### config.mk
export PLATFORM = sky130hd
export DESIGN_NAME = toy_bus_arb_node_req_rr_lock
export DESIGN_NICKNAME = d
export VERILOG_FILES = /design/src/rtl/toy_bus_arb_node_req_rr_lock.sv
export SDC_FILE = /design/constraint.sdc
export NUM_CORES = 1
export LEC_CHECK = 0
export CAP_MARGIN = 30
export CELL_PAD_IN_SITES_DETAIL_PLACEMENT = 1
export CELL_PAD_IN_SITES_GLOBAL_PLACEMENT = 1
export CORE_AREA = 2 2 397 399
export DETAILED_ROUTE_END_ITERATION = 10
export DIE_AREA = 0 0 399 401
export PLACE_DENSITY = 0.52
export RECOVER_POWER = 100
export SLEW_MARGIN = 20
export SYNTH_ARGS = -nofsm -noshare
export SYNTH_HDL_FRONTEND = slang
export SYNTH_SLANG_ARGS = --single-unit
### constraint.sdc
create_clock -name clk -period 15.4 [get_ports clk]
set_input_delay 3.08 -clock clk [delete_from_list [all_inputs] [get_ports clk]]
set_output_delay 3.08 -clock clk [all_outputs]
set_load 0.005 [all_outputs]
### src/rtl/toy_bus_arb_node_req_rr_lock.sv
// 2:1 round-robin request merge with a registered output stage.
// A sideband bit can hold the grant on one requester, bounded by LOCK_MAX beats.
module toy_bus_arb_node_req_rr_lock #(
    parameter int LOCK_BIT = 9,
    parameter int LOCK_MAX = 8
) (
    input  logic         clk,
    input  logic         rst,
    input  logic         in0_vld,
    output logic         in0_rdy,
    input  logic [31:0]  in0_addr,
    input  logic [31:0]  in0_strb,
    input  logic [255:0] in0_data,
    input  logic         in0_opcode,
    input  logic [3:0]   in0_src_id,
    input  logic [3:0]   in0_tgt_id,
    input  logic [9:0]   in0_sideband,
    input  logic         in1_vld,
    output logic         in1_rdy,
    input  logic [31:0]  in1_addr,
    input  logic [31:0]  in1_strb,
    input  logic [255:0] in1_data,
    input  logic         in1_opcode,
    input  logic [3:0]   in1_src_id,
    input  logic [3:0]   in1_tgt_id,
    input  logic [9:0]   in1_sideband,
    output logic         out_vld,
    input  logic         out_rdy,
    output logic [31:0]  out_addr,
    output logic [31:0]  out_strb,
    output logic [255:0] out_data,
    output logic         out_opcode,
    output logic [3:0]   out_src_id,
    output logic [3:0]   out_tgt_id,
    output logic [9:0]   out_sideband,
    output logic         lock_timeout
);

    typedef enum logic {IDLE, LOCKED} state_t;

    state_t      state, state_next;
    logic        lock_owner, lock_owner_next;
    logic [7:0]  lock_cnt, lock_cnt_next;
    logic        rr_last, rr_last_next;
    logic        lock_timeout_next;
    logic [1:0]  grant;
    logic        pipe_free;
    logic        load;
    logic        sel;
    logic        sel_lock;

    assign pipe_free = !out_vld || out_rdy;
    assign load      = pipe_free && (|grant);
    assign in0_rdy   = grant[0] && pipe_free;
    assign in1_rdy   = grant[1] && pipe_free;
    assign sel       = grant[1];
    assign sel_lock  = sel ? in1_sideband[LOCK_BIT] : in0_sideband[LOCK_BIT];

    // While locked, the non-owner is shut out even if the owner is idle.
    always_comb begin
        grant = 2'b00;
        if (state == LOCKED) begin
            if (lock_owner) grant[1] = in1_vld;
            else            grant[0] = in0_vld;
        end else if (in0_vld && in1_vld) begin
            if (rr_last) grant[0] = 1'b1;
            else         grant[1] = 1'b1;
        end else begin
            grant = {in1_vld, in0_vld};
        end
    end

    always_comb begin
        state_next        = state;
        lock_owner_next   = lock_owner;
        lock_cnt_next     = lock_cnt;
        rr_last_next      = rr_last;
        lock_timeout_next = 1'b0;
        if (load) begin
            rr_last_next = sel;
            case (state)
                IDLE: begin
                    if (sel_lock) begin
                        if (LOCK_MAX > 1) begin
                            state_next      = LOCKED;
                            lock_owner_next = sel;
                            lock_cnt_next   = 8'd1;
                        end else begin
                            lock_timeout_next = 1'b1;
                        end
                    end
                end
                LOCKED: begin
                    if (!sel_lock) begin
                        state_next    = IDLE;
                        lock_cnt_next = 8'd0;
                    end else if (({1'b0, lock_cnt} + 9'd1) < 9'(LOCK_MAX)) begin
                        lock_cnt_next = lock_cnt + 8'd1;
                    end else begin
                        state_next        = IDLE;
                        lock_cnt_next     = 8'd0;
                        lock_timeout_next = 1'b1;
                    end
                end
                default: state_next = IDLE;
            endcase
        end
    end

    always_ff @(posedge clk or posedge rst) begin
        if (rst) begin
            state        <= IDLE;
            lock_owner   <= 1'b0;
            lock_cnt     <= 8'd0;
            rr_last      <= 1'b1;
            lock_timeout <= 1'b0;
        end else begin
            state        <= state_next;
            lock_owner   <= lock_owner_next;
            lock_cnt     <= lock_cnt_next;
            rr_last      <= rr_last_next;
            lock_timeout <= lock_timeout_next;
        end
    end

    always_ff @(posedge clk or posedge rst) begin
        if (rst) begin
            out_vld      <= 1'b0;
            out_addr     <= '0;
            out_strb     <= '0;
            out_data     <= '0;
            out_opcode   <= 1'b0;
            out_src_id   <= '0;
            out_tgt_id   <= '0;
            out_sideband <= '0;
        end else if (load) begin
            out_vld      <= 1'b1;
            out_addr     <= sel ? in1_addr     : in0_addr;
            out_strb     <= sel ? in1_strb     : in0_strb;
            out_data     <= sel ? in1_data     : in0_data;
            out_opcode   <= sel ? in1_opcode   : in0_opcode;
            out_src_id   <= sel ? in1_src_id   : in0_src_id;
            out_tgt_id   <= sel ? in1_tgt_id   : in0_tgt_id;
            out_sideband <= sel ? in1_sideband : in0_sideband;
        end else if (out_rdy) begin
            out_vld <= 1'b0;
        end
    end

endmodule

-- Word-level counts from Yosys, hierarchy flattened
Cells that the tools add are included.
- bits in registers: 352
- bits in latches: 0
- memory bits (writable): 0
- ROM bits: 0
- bits of input ports: 683
- output and inout bits: 343
- logic and storage cells: 56
- memories kept: 0
- add/subtract/negate cells: 2
- multiply operators: 0
- div/mod/pow operators: 0
- order comparisons: 1
- equal/unequal tests: 1
- shifts and indexed selects: 0
- mux-type cells: 28
- bitwise operators: 1
- reduce and logical (&&, ||, !) cells: 10
- operators by type and width (cell ; count):
    $mux 256 ; 1
    $mux 32 ; 2
    $mux 8 ; 3
    $pmux 8 s2 ; 1
    $mux 1 ; 14
    $mux 10 ; 1
    $add 8x1->9 const B ; 1
    $lt 9x4->1 const B ; 1
    $add 8x1->8 const B ; 1
    $mux 4 ; 2
    $logic_and 1x1->1 ; 4
    $mux 2 ; 2
    $pmux 1 s2 ; 2
    $reduce_and 3->1 ; 1
    $ne 2x2->1 const B ; 1
    $reduce_and 2->1 ; 1
    $reduce_bool 2->1 ; 1
    $reduce_or 2->1 ; 1
    $logic_not 1->1 ; 1
    $logic_or 1x1->1 ; 1
    $not 1->1 ; 1

-- Logic depth before layout (Yosys ltp)
Gate-level depths: netlist (run 1).
- depth in word-level cells: 7
- mapped depth: 7
- mapped depth without buffers: 5

-- Least setup slack after synthesis (run 1)
Ideal clock, no wire load.
- path type: input to output
- start: input in0_vld
- end: output in1_rdy
- data arrival time: 3.656 ns
- required time: 12.320 ns
- path slack: 8.664 ns
- stages: 4
- buffers on the path: 1
- cell sequence: nand3b_1 nand3_1 clkbuf_1 nor2_1
- longest elaborated chain between the ends: 4
- RTL lines (what ; RTL line ; text):
    from (decl) ; 9 ; input logic in0_vld,
    $logic_and 1x1->1 ; 65 ; end else if (in0_vld && in1_vld) begin
    $mux 2 ; 65 ;
    $mux 2 ; 62 ; if (state == LOCKED) begin
    $logic_and 1x1->1 ; 55 ; assign in1_rdy = grant[1] && pipe_free;
    to (decl) ; 19 ; output logic in1_rdy,
Every way passes these cells.

-- Worst setup path after layout (run 1)
Same ends and word-level chain as after synthesis.

==> impl_metrics.tcl, run 1 <==
set metrics [dict create \
    yosys_warnings 0 \
    p_per_area_nw_per_um2 184 \
    netlist-cell-type-count 41 \
    rsz0062_at_grt "no" \
    fin_ws_ns 5.58 \
    finalCritPeriodShare 0.638 \
    gr-usage-all-layers 0.136 \
    coreArea_um2 156000 \
    start_kind "primary input" \
    die_h_um 401 \
    postCtsSetupRepairBufs 0 \
    cts_tree "done" \
    drv_cap 7 \
    vias_per_cell 3.61 \
    antenna_found_initial 30 \
    overflow 0 \
    synth-seq-cells 352 \
    num_io_pins 1026 \
    rows 145 \
    die_w_um 399 \
    hold_depth 2 \
    clockBufferDepth 3 \
    fmax_mhz 102 \
    dpl.hpwl_um 90100 \
    layout.nets 3543 \
    syn2layout_area_growth_pct 87.1 \
    setup_viol 0 \
    cp_max_fo 52 \
    post_drt_wl_per_cell_um 22.8 \
    hold_class "flip-flop to flip-flop" \
    synth_top_area_frac 0.552 \
    relSlewSlack -2.52 \
    port_buffers 1025 \
    nFillCells 18300 \
    yosysSeqAreaShare 0.554 \
    cp.arrival_ns 6.74 \
    cts_hold_buf 0 \
    synth.largest_area_cell "dfrtp_1" \
    clkLatencyLatePin_ns 0.64 \
    worstPathRequired_ns 12.32 \
    grt_max_degree 228 \
    cts_inserted_buffers 48 \
    synthCells 1914 \
    cts_num_sinks 352 \
    worstMarginPinSlew_ns 5.26 \
    fin_worst_hold_slack_ns 0.478 \
    final_common_cell "nand2_1" \
    fin_worst_skew_ns 0.0270 \
    status "complete, but fails checks" \
    cts_resized 0 \
    grt_pass1_vias 18600 \
    critical_path_class "primary input to output port" \
    worstRegToRegCells 6 \
    syn_area_um2 15900 \
    peakVddDrop_mv 0.124 \
    wirelength_um 113000 \
    dr.first_iter.drc_count 875 \
    dr_total_vias 17900 \
    end_kind "output port" \
    clk_pin_slew_ns 0.06 \
    syn_avg_cell_area_um2 8.31 \
    drc 0 \
    fin_crit_ns 9.82 \
    report.final.slew_viol_count 455 \
    violations "capacitance limit, slew limit" \
    grt_pass1_wl_um 154000 \
    cts-root-buf "clkbuf_16" \
    final_layout_size_suffix_gt1_frac 0.0321 \
    pre_cts_ws_ns 7.03 \
    fin_tns_setup_ns 0 \
    mostFrequentLayoutCells "nand2_1 (682), clkdlybuf4s50_1 (679), dfrtp_1 (351)" \
    routabilityCongestion 0.862 \
    cts_htree_levels 2 \
    synth_fp_nets 2598 \
    p_leak_nw 11.5 \
    floorplan.initialDensity 0.102 \
    p_total_mw 5.48 \
    postRouteAntennaNets 0 \
    dr.pass1.iters 5 \
    hold_viol 0 \
    yosys-top-cells-area "dfrtp_1 (55%), nand2_1 (16%), a31oi_1 (13%)" \
    die-area_um2 160000 \
]
[final timing paths]
kind	slack, ns	startpoint	endpoint
setup reg to reg	8.31	lock_owner	out_addr[4]
max in group asynchronous	5.73	rst	out_data[188]
hold reg to reg	0.48	out_sideband[9]	out_sideband[9]
setup / recovery	5.58	in0_vld	in1_rdy
min in group asynchronous	4.51	rst	out_addr[22]
hold / removal	0.48	out_sideband[9]	out_sideband[9]
[worst max-delay path: stages]
cell and delay (ns):
dlygate4sd3_1 0.62, nand3b_1 0.14, nand3_1 1.77, nor2_1 0.49
dlygate4sd3_1 0.64
[metrics by stage]
| stage | util | cells | instance area (µm²) |
|---|---|---|---|
| floorplan | - | 1914 | 15900 |
| CTS | 0.191 | 4955 | 29800 |
| global placement | 0.181 | 4865 | 28200 |
| detailed placement | 0.181 | 4866 | 28200 |
| global route | 0.191 | 4957 | 29700 |
| finish | 0.191 | 4968 | 29800 |
[area by class of cell]
| class | count | area, µm² | share of cell area |
|---|---|---|---|
| multi-input cells | 1408 | 6300 | 0.212 |
| flip-flops and latches | 352 | 8810 | 0.296 |
| repair buffers | 1045 | 10500 | 0.352 |
| inverters | 4 | 16.3 | 0.000546 |
| clock buffers | 75 | 1420 | 0.0478 |
| clock inverters | 14 | 154 | 0.00517 |
| diodes | 12 | 30.0 | 0.00101 |
| well taps | 2058 | 2570 | 0.0865 |
[logic make-up (layout without fill, tap and decap cells)]
group           count (synthesis)  count (layout)  share of synthesized area
compound gates                356             356                      0.142
fa+ha+maj                       1               1                   0.000786
buf+inv                       154            1138                     0.0506
flops                         352             352                      0.554
mux                             3               3                    0.00204
other cells                     0              12                          0
simple gates                 1048            1048                      0.251
[per-layer routing]
layer | vias to the layer above | track usage | wire length (µm) | share of wire
met5 | - | 0 | 160 | 0.0014
met4 | 26 | 0.0291 | 2090 | 0.018
met3 | 111 | 0.0378 | 8160 | 0.072
met2 | 623 | 0.236 | 55900 | 0.49
met1 | 8833 | 0.166 | 47100 | 0.42
li1 | 8322 | - | - | -
[synthesized netlist by cell type]
cell type  number
dfstp_2         1
nor3_2          1
clkbuf_1       28
a2111oi_2       1
a31oi_1       338
and3b_1         1
nand3_1         3
o2111ai_1       2
nor2b_1         2
o21ai_1         1
a211o_1         1
buf_4          33
dfrtp_1       351
nor3_1          1
and2_1          5
o2bb2ai_1       1
mux2i_1         1
a21oi_1         2
mux2_1          1
nor4_1          1
inv_1           4
a211oi_2        1
buf_1           6
ha_1            1
o31a_1          1
a211oi_1        1
nand3b_1        1
o21ai_0         3
or4_1           1
o22ai_1         1
and4_1          1
and4b_1         1
nand2_1       682
nand2b_1        3
o211ai_1        1
a21boi_0        1
nor2_1        344
nand4b_1        1
buf_2          83
mux2_2          1
o31ai_1         1
[sequential cells by signal (all words and copies together) (netlist names)]
register      flops
out_sideband     10
out_tgt_id        4
lock_timeout      1
out_opcode        1
out_strb         32
lock_cnt          8
out_data        256
lock_owner        1
out_addr         32
state             1
out_src_id        4
out_vld           1
rr_last           1
[report_power, final]
group	total (mW)	switching, mW	internal [mW]
Sequential	1.75	0.366	1.39
Clock	1.16	0.494	0.670
Combinational	2.56	1.44	1.12
Total	5.48	2.30	3.18
Power figures use the tool's default switching activity.
==> inputs of run 2 (changes only) <==
--- a/config.mk
+++ b/config.mk
@@ -8,10 +8,10 @@
 export CAP_MARGIN = 30
 export CELL_PAD_IN_SITES_DETAIL_PLACEMENT = 1
 export CELL_PAD_IN_SITES_GLOBAL_PLACEMENT = 1
-export CORE_AREA = 2 2 397 399
+export CORE_AREA = 2 2 401 403
 export DETAILED_ROUTE_END_ITERATION = 10
-export DIE_AREA = 0 0 399 401
-export PLACE_DENSITY = 0.52
+export DIE_AREA = 0 0 403 405
+export PLACE_DENSITY = 0.53
 export RECOVER_POWER = 100
 export SLEW_MARGIN = 20
 export SYNTH_ARGS = -nofsm -noshare
==> constraint.sdc (replaced) <==
create_clock -name clk -period 8.1 [get_ports clk]
set_input_delay 1.62 -clock clk [delete_from_list [all_inputs] [get_ports clk]]
set_output_delay 1.62 -clock clk [all_outputs]
set_load 0.005 [all_outputs]
==> run 2 against run 1 <==
The flow still finishes with violations (capacitance limit, slew limit). First-iteration DRC count increased by 9.8%. Sequential power increased by 90%. Non-clock buffer count decreased by 3. Critical path depth decreased by 1. Flip-flop and latch count unchanged. Combinational power increased by 88%. Routed wire length decreased by 2.6%. Critical endpoint is now out_data[67].
==> impl_metrics.tcl, run 2 (same netlist as run 1, synthesis figures left out) <==
set metrics [dict create \
    hold_depth 2 \
    clkPwrFrac 0.213 \
    cp.arrival_ns 6.47 \
    timing.rr.start "state" \
    worstSetupEndpoint "out_data[67]" \
    nFillCells 18800 \
    coreArea_um2 159000 \
    vias_per_cell 3.55 \
    die-area_um2 163000 \
    worstRegToRegCells 5 \
    mostFrequentLayoutCells "nand2_1 (682), clkdlybuf4s50_1 (681), dfrtp_1 (351)" \
    startpoint "rst" \
    end_kind "asynchronous set/reset pin" \
    place_area_um2 28300 \
    top_register "out_data" \
    clk_pin_slew_ns 0.05 \
    power_switching_mw 4.33 \
    rows 147 \
    cts_num_sinks 352 \
    postRouteAntennaNets 0 \
    setup_viol 0 \
    cts_htree_levels 2 \
    status "complete, but fails checks" \
    p_per_area_nw_per_um2 347 \
    cts_inserted_buffers 50 \
    fin_worst_skew_ns 0.0355 \
    start_kind "primary input" \
    critical_path_class "primary input to asynchronous set/reset pin" \
    dpl.hpwl_um 87100 \
    layout.nets 3542 \
    final_common_cell "nand2_1" \
    fmax_mhz 170 \
    internal_power_mw 6.02 \
    gr-usage-all-layers 0.129 \
    routabilityCongestion 0.872 \
    violations "capacitance limit, slew limit" \
    dr.first_iter.drc_count 961 \
    hold_viol 0 \
    dr_total_vias 17700 \
    power_frac_comb 0.465 \
    pre_cts_ws_ns 2.69 \
    peakVddDrop_mv 0.172 \
    cts_tree "done" \
    r2r-end "out_addr[28]" \
    reg2reg_slack_ns 3.32 \
    antenna_found_initial 32 \
    fin_ws_ns 2.22 \
    wirelength_um 111000 \
    fin_crit_ns 5.88 \
    report.final.slew_viol_count 305 \
    cts-root-buf "clkbuf_16" \
    relSlewSlack -1.35 \
    p_sw_frac 0.418 \
    overflow 0 \
    final_design_area_no_fill_um2 29800 \
    die_w_um 403 \
    drc 0 \
    post-route-util 0.187 \
    final_layout_size_suffix_gt1_frac 0.0325 \
    clkLatencyLatePin_ns 0.63 \
    worstPathRequired_ns 8.69 \
    postCtsSetupRepairBufs 0 \
    post_drt_wl_per_cell_um 22.1 \
    syn2layout_area_growth_pct 87.5 \
    clockBufferDepth 3 \
    finalCritPeriodShare 0.725 \
    rsz0062_at_grt "no" \
    p_leak_nw 11.5 \
    grt_max_degree 221 \
    dr.pass1.iters 5 \
    floorplan.initialDensity 0.0999 \
    grt_pass1_vias 18400 \
    num_io_pins 1026 \
    port_buffers 1025 \
    die_h_um 405 \
    fin_tns_setup_ns 0 \
    cts_resized 0 \
    drv_cap 6 \
    cp_max_fo 120 \
    grt_pass1_wl_um 150000 \
    largest_reg_flops 256 \
    hold_class "flip-flop to flip-flop" \
    worstMarginPinSlew_ns 3.53 \
    cts_hold_buf 0 \
    pwr-share-seq 0.322 \
    reg_top3 "out_data x256, out_addr x32, out_strb x32" \
]
-- run 2: cell types whose count changed in the layout (fill, tap and decap cells not counted), sizes merged, moves of 2 or more --
cell | previous run | this run
dlygate4sd3 | 346 | 344
clkdlybuf4s50 | 679 | 681
bufinv | 2 | 0
buf | 15 | 10
clkbuf | 80 | 83
diode | 12 | 15
-- run 2: stage by stage --
stage	hold WS (ns)	std cells	total power [mW]
after global placement	0.462	4892	8.65
after global routing	0.500	4982	11.1
after floorplan	0.444	1914	4.97
after detailed placement	0.471	4892	8.70
after CTS	0.484	4980	11.0
final	0.473	4995	10.3
-- run 2: power by group through the flow --
stage	clock network, mW	logic [mW]	registers (mW)
floorplan	0	1.79	3.18
finish	2.20	4.81	3.33
CTS	2.32	5.33	3.37
global placement	0	5.28	3.37
detailed placement	0	5.31	3.39
global route	2.37	5.24	3.45
-- run 2: area by class of cell --
| type | instances | area (µm²) | share of cell area |
|---|---|---|---|
| sequential | 352 | 8810 | 0.295 |
| timing repair buffer | 1042 | 10500 | 0.351 |
| tap | 2086 | 2610 | 0.0874 |
| multi-input combinational | 1408 | 6300 | 0.211 |
| antenna | 15 | 37.5 | 0.00126 |
| clock buffer | 76 | 1500 | 0.0502 |
| clock inverter | 12 | 109 | 0.00365 |
| inverter | 4 | 16.3 | 0.000545 |
-- run 2: worst max-delay path: stages --
cell and delay (ns):
dlygate4sd3_1 0.57, clkinvlp_2 0.54, clkbuf_2 2.42, clkbuf_2 1.14
-- run 2: how the worst min path moves through the flow --
stage,from,end,slack [ns]
floorplan,lock_cnt[7],lock_cnt[7],0.44
global placement,out_sideband[9],out_sideband[9],0.46
detailed placement,out_sideband[9],out_sideband[9],0.47
CTS,out_sideband[9],out_sideband[9],0.48
global route,lock_cnt[4],lock_cnt[4],0.50
finish,out_sideband[9],out_sideband[9],0.47
-- run 2: metal layers --
layer	wire [µm]	vias up	GRT usage
met5	194	-	0
met4	3040	28	0.0375
met1	46000	8649	0.158
met3	8230	132	0.0400
li1	-	8315	-
met2	53000	611	0.217
==> inputs of run 3 (changes only) <==
==> constraint.sdc (replaced) <==
create_clock -name clk -period 4.75 [get_ports clk]
set_input_delay 0.95 -clock clk [delete_from_list [all_inputs] [get_ports clk]]
set_output_delay 0.95 -clock clk [all_outputs]
set_load 0.005 [all_outputs]
==> run 3 against run 2 <==
The flow still finishes with violations (capacitance limit, slew limit). Critical endpoint is now out_strb[13]. Worst hold slack better by 0.0090 ns. Clock power up 79%. Largest power group unchanged. Via count up 0.72%.
==> impl_metrics.tcl, run 3 (same netlist as run 1, synthesis figures left out) <==
set metrics [dict create \
    post_drt_wl_per_cell_um 22.2 \
    start_kind "primary input" \
    place_area_um2 28600 \
    cts_inserted_buffers 50 \
    final_cells 5013 \
    end_kind "flip-flop" \
    grt_pass1_wl_um 151000 \
    worstPathCellList "dlygate4sd3_1 -> mux2i_1 -> a211oi_1 -> buf_12 -> clkbuf_2 -> a31oi_1" \
    min_from "out_sideband[9]" \
    violations "capacitance limit, slew limit" \
    status "complete, but fails checks" \
    clk_pin_slew_ns 0.06 \
    dr_total_vias 17900 \
    hold-path-endpoint "out_sideband[9]" \
    die-area_um2 163000 \
    postRouteAntennaNets 0 \
    timing.rr.start "state" \
    reg2reg_slack_ns 1.34 \
    dr.first_iter.drc_count 947 \
    rows 147 \
    cts_tree "done" \
    floorplan.initialDensity 0.0999 \
    cp.arrival_ns 4.33 \
    postCtsSetupRepairBufs 0 \
    die_w_um 403 \
    dr.pass1.iters 5 \
    grt_pass1_vias 18600 \
    mostFrequentLayoutCells "nand2_1 (682), clkdlybuf4s50_1 (681), dfrtp_1 (351)" \
    cts-root-buf "clkbuf_16" \
    nFillCells 18800 \
    finalCritPeriodShare 0.827 \
    drc 0 \
    cts_resized 0 \
    routabilityCongestion 0.870 \
    fin_worst_skew_ns 0.0307 \
    overflow 0 \
    final_common_cell "nand2_1" \
    setup_viol 0 \
    hold_class "flip-flop to flip-flop" \
    vias_per_cell 3.56 \
    dpl.hpwl_um 89600 \
    top_register "out_data" \
    coreArea_um2 159000 \
    rsz0062_at_grt "no" \
    clkLatencyLatePin_ns 0.63 \
    p_total_mw 17.9 \
    worstRegToRegCells 6 \
    fin_crit_ns 3.93 \
    worstMarginPinSlew_ns 2.00 \
    r2r-end "out_data[187]" \
    hold_depth 2 \
    num_io_pins 1026 \
    post-place-cells 4918 \
    port_buffers 1025 \
    fmax_mhz 254 \
    gr-usage-all-layers 0.130 \
    peakVddDrop_mv 0.305 \
    final_layout_size_suffix_gt1_frac 0.0366 \
    clockBufferDepth 3 \
    cts_htree_levels 2 \
    reg_top3 "out_data x256, out_addr x32, out_strb x32" \
    relSlewSlack -0.333 \
    largest_reg_flops 256 \
    die_h_um 405 \
    report.final.slew_viol_count 61 \
    cp_max_fo 73 \
    worst_path_max_delay_cell "clkbuf_2" \
    syn2layout_area_growth_pct 89.0 \
    critical_path_class "primary input to flip-flop" \
    cts_num_sinks 352 \
    cpPeakStageDelay_ns 1.10 \
    antenna_found_initial 25 \
    drv_cap 2 \
    p_per_area_nw_per_um2 594 \
    hold_viol 0 \
    worstPathRequired_ns 5.15 \
    p_leak_nw 11.6 \
    wirelength_um 111000 \
    layout.nets 3568 \
    fin_tns_setup_ns 0 \
    cts_hold_buf 0 \
    final_design_area_no_fill_um2 30100 \
    grt_max_degree 144 \
]
==> run 3: cell types whose count changed in the layout (fill, tap and decap cells not counted), sizes merged <==
cell,change
buf,+8
bufinv,+3
clkbuf,+18
clkinv,-5
clkinvlp,+3
diode,-9
==> run 3: layout make-up <==
type,instances,area (µm²),area share
Clock buffer,76,1510,0.0502
Antenna cell,6,15.0,0.000499
Tap cell,2086,2610,0.0868
Sequential cell,352,8810,0.293
Clock inverter,13,178,0.00591
Inverter,4,16.3,0.000541
Timing Repair Buffer,1068,10600,0.354
Multi-Input combinational cell,1408,6300,0.209
==> run 3: worst max path at each step <==
stage            start           end  slack (ns)  depth (start not counted)
2_1_floorplan      rst   lock_cnt[0]       -0.91                          1
3_3_place_gp   in1_vld       in0_rdy        1.07                          5
3_5_place_dp   in1_vld       in0_rdy        1.12                          5
4_1_cts        in1_vld       in0_rdy        1.12                          5
5_1_grt        in1_vld   out_strb[0]        0.62                          6
6_report       in1_vld  out_strb[13]        0.82                          6
==> run 3: per-stage QoR <==
step	hold slack [ns]	worst slack (ns)	util
2_1_floorplan	0.444	-0.914	-
6_report	0.482	0.820	0.189
3_3_place_gp	0.463	1.07	0.179
3_5_place_dp	0.474	1.12	0.179
4_1_cts	0.491	1.12	0.190
5_1_grt	0.509	0.620	0.189
==> run 3: worst max-delay path: cells and delay by family <==
kind	cells	cell delay (ns)
multiplexers	1	0.17
AO/OA/AOI/OAI	2	0.92
buffers and inverters	3	2.15
==> run 3: power by group <==
group	leakage, nW	internal, mW	switching [mW]
clock	0.823	2.34	1.59
sequential	3.98	4.49	1.15
combinational	6.82	3.63	4.66
total	11.6	10.5	7.41
==> run 3: layer usage <==
layer / track usage / up-vias / share of wire
li1: - / 8369 / -
met1: 0.160 / 8736 / 0.42
met2: 0.221 / 611 / 0.48
met3: 0.0360 / 121 / 0.065
met4: 0.0378 / 26 / 0.029
met5: 0 / - / 0.0018
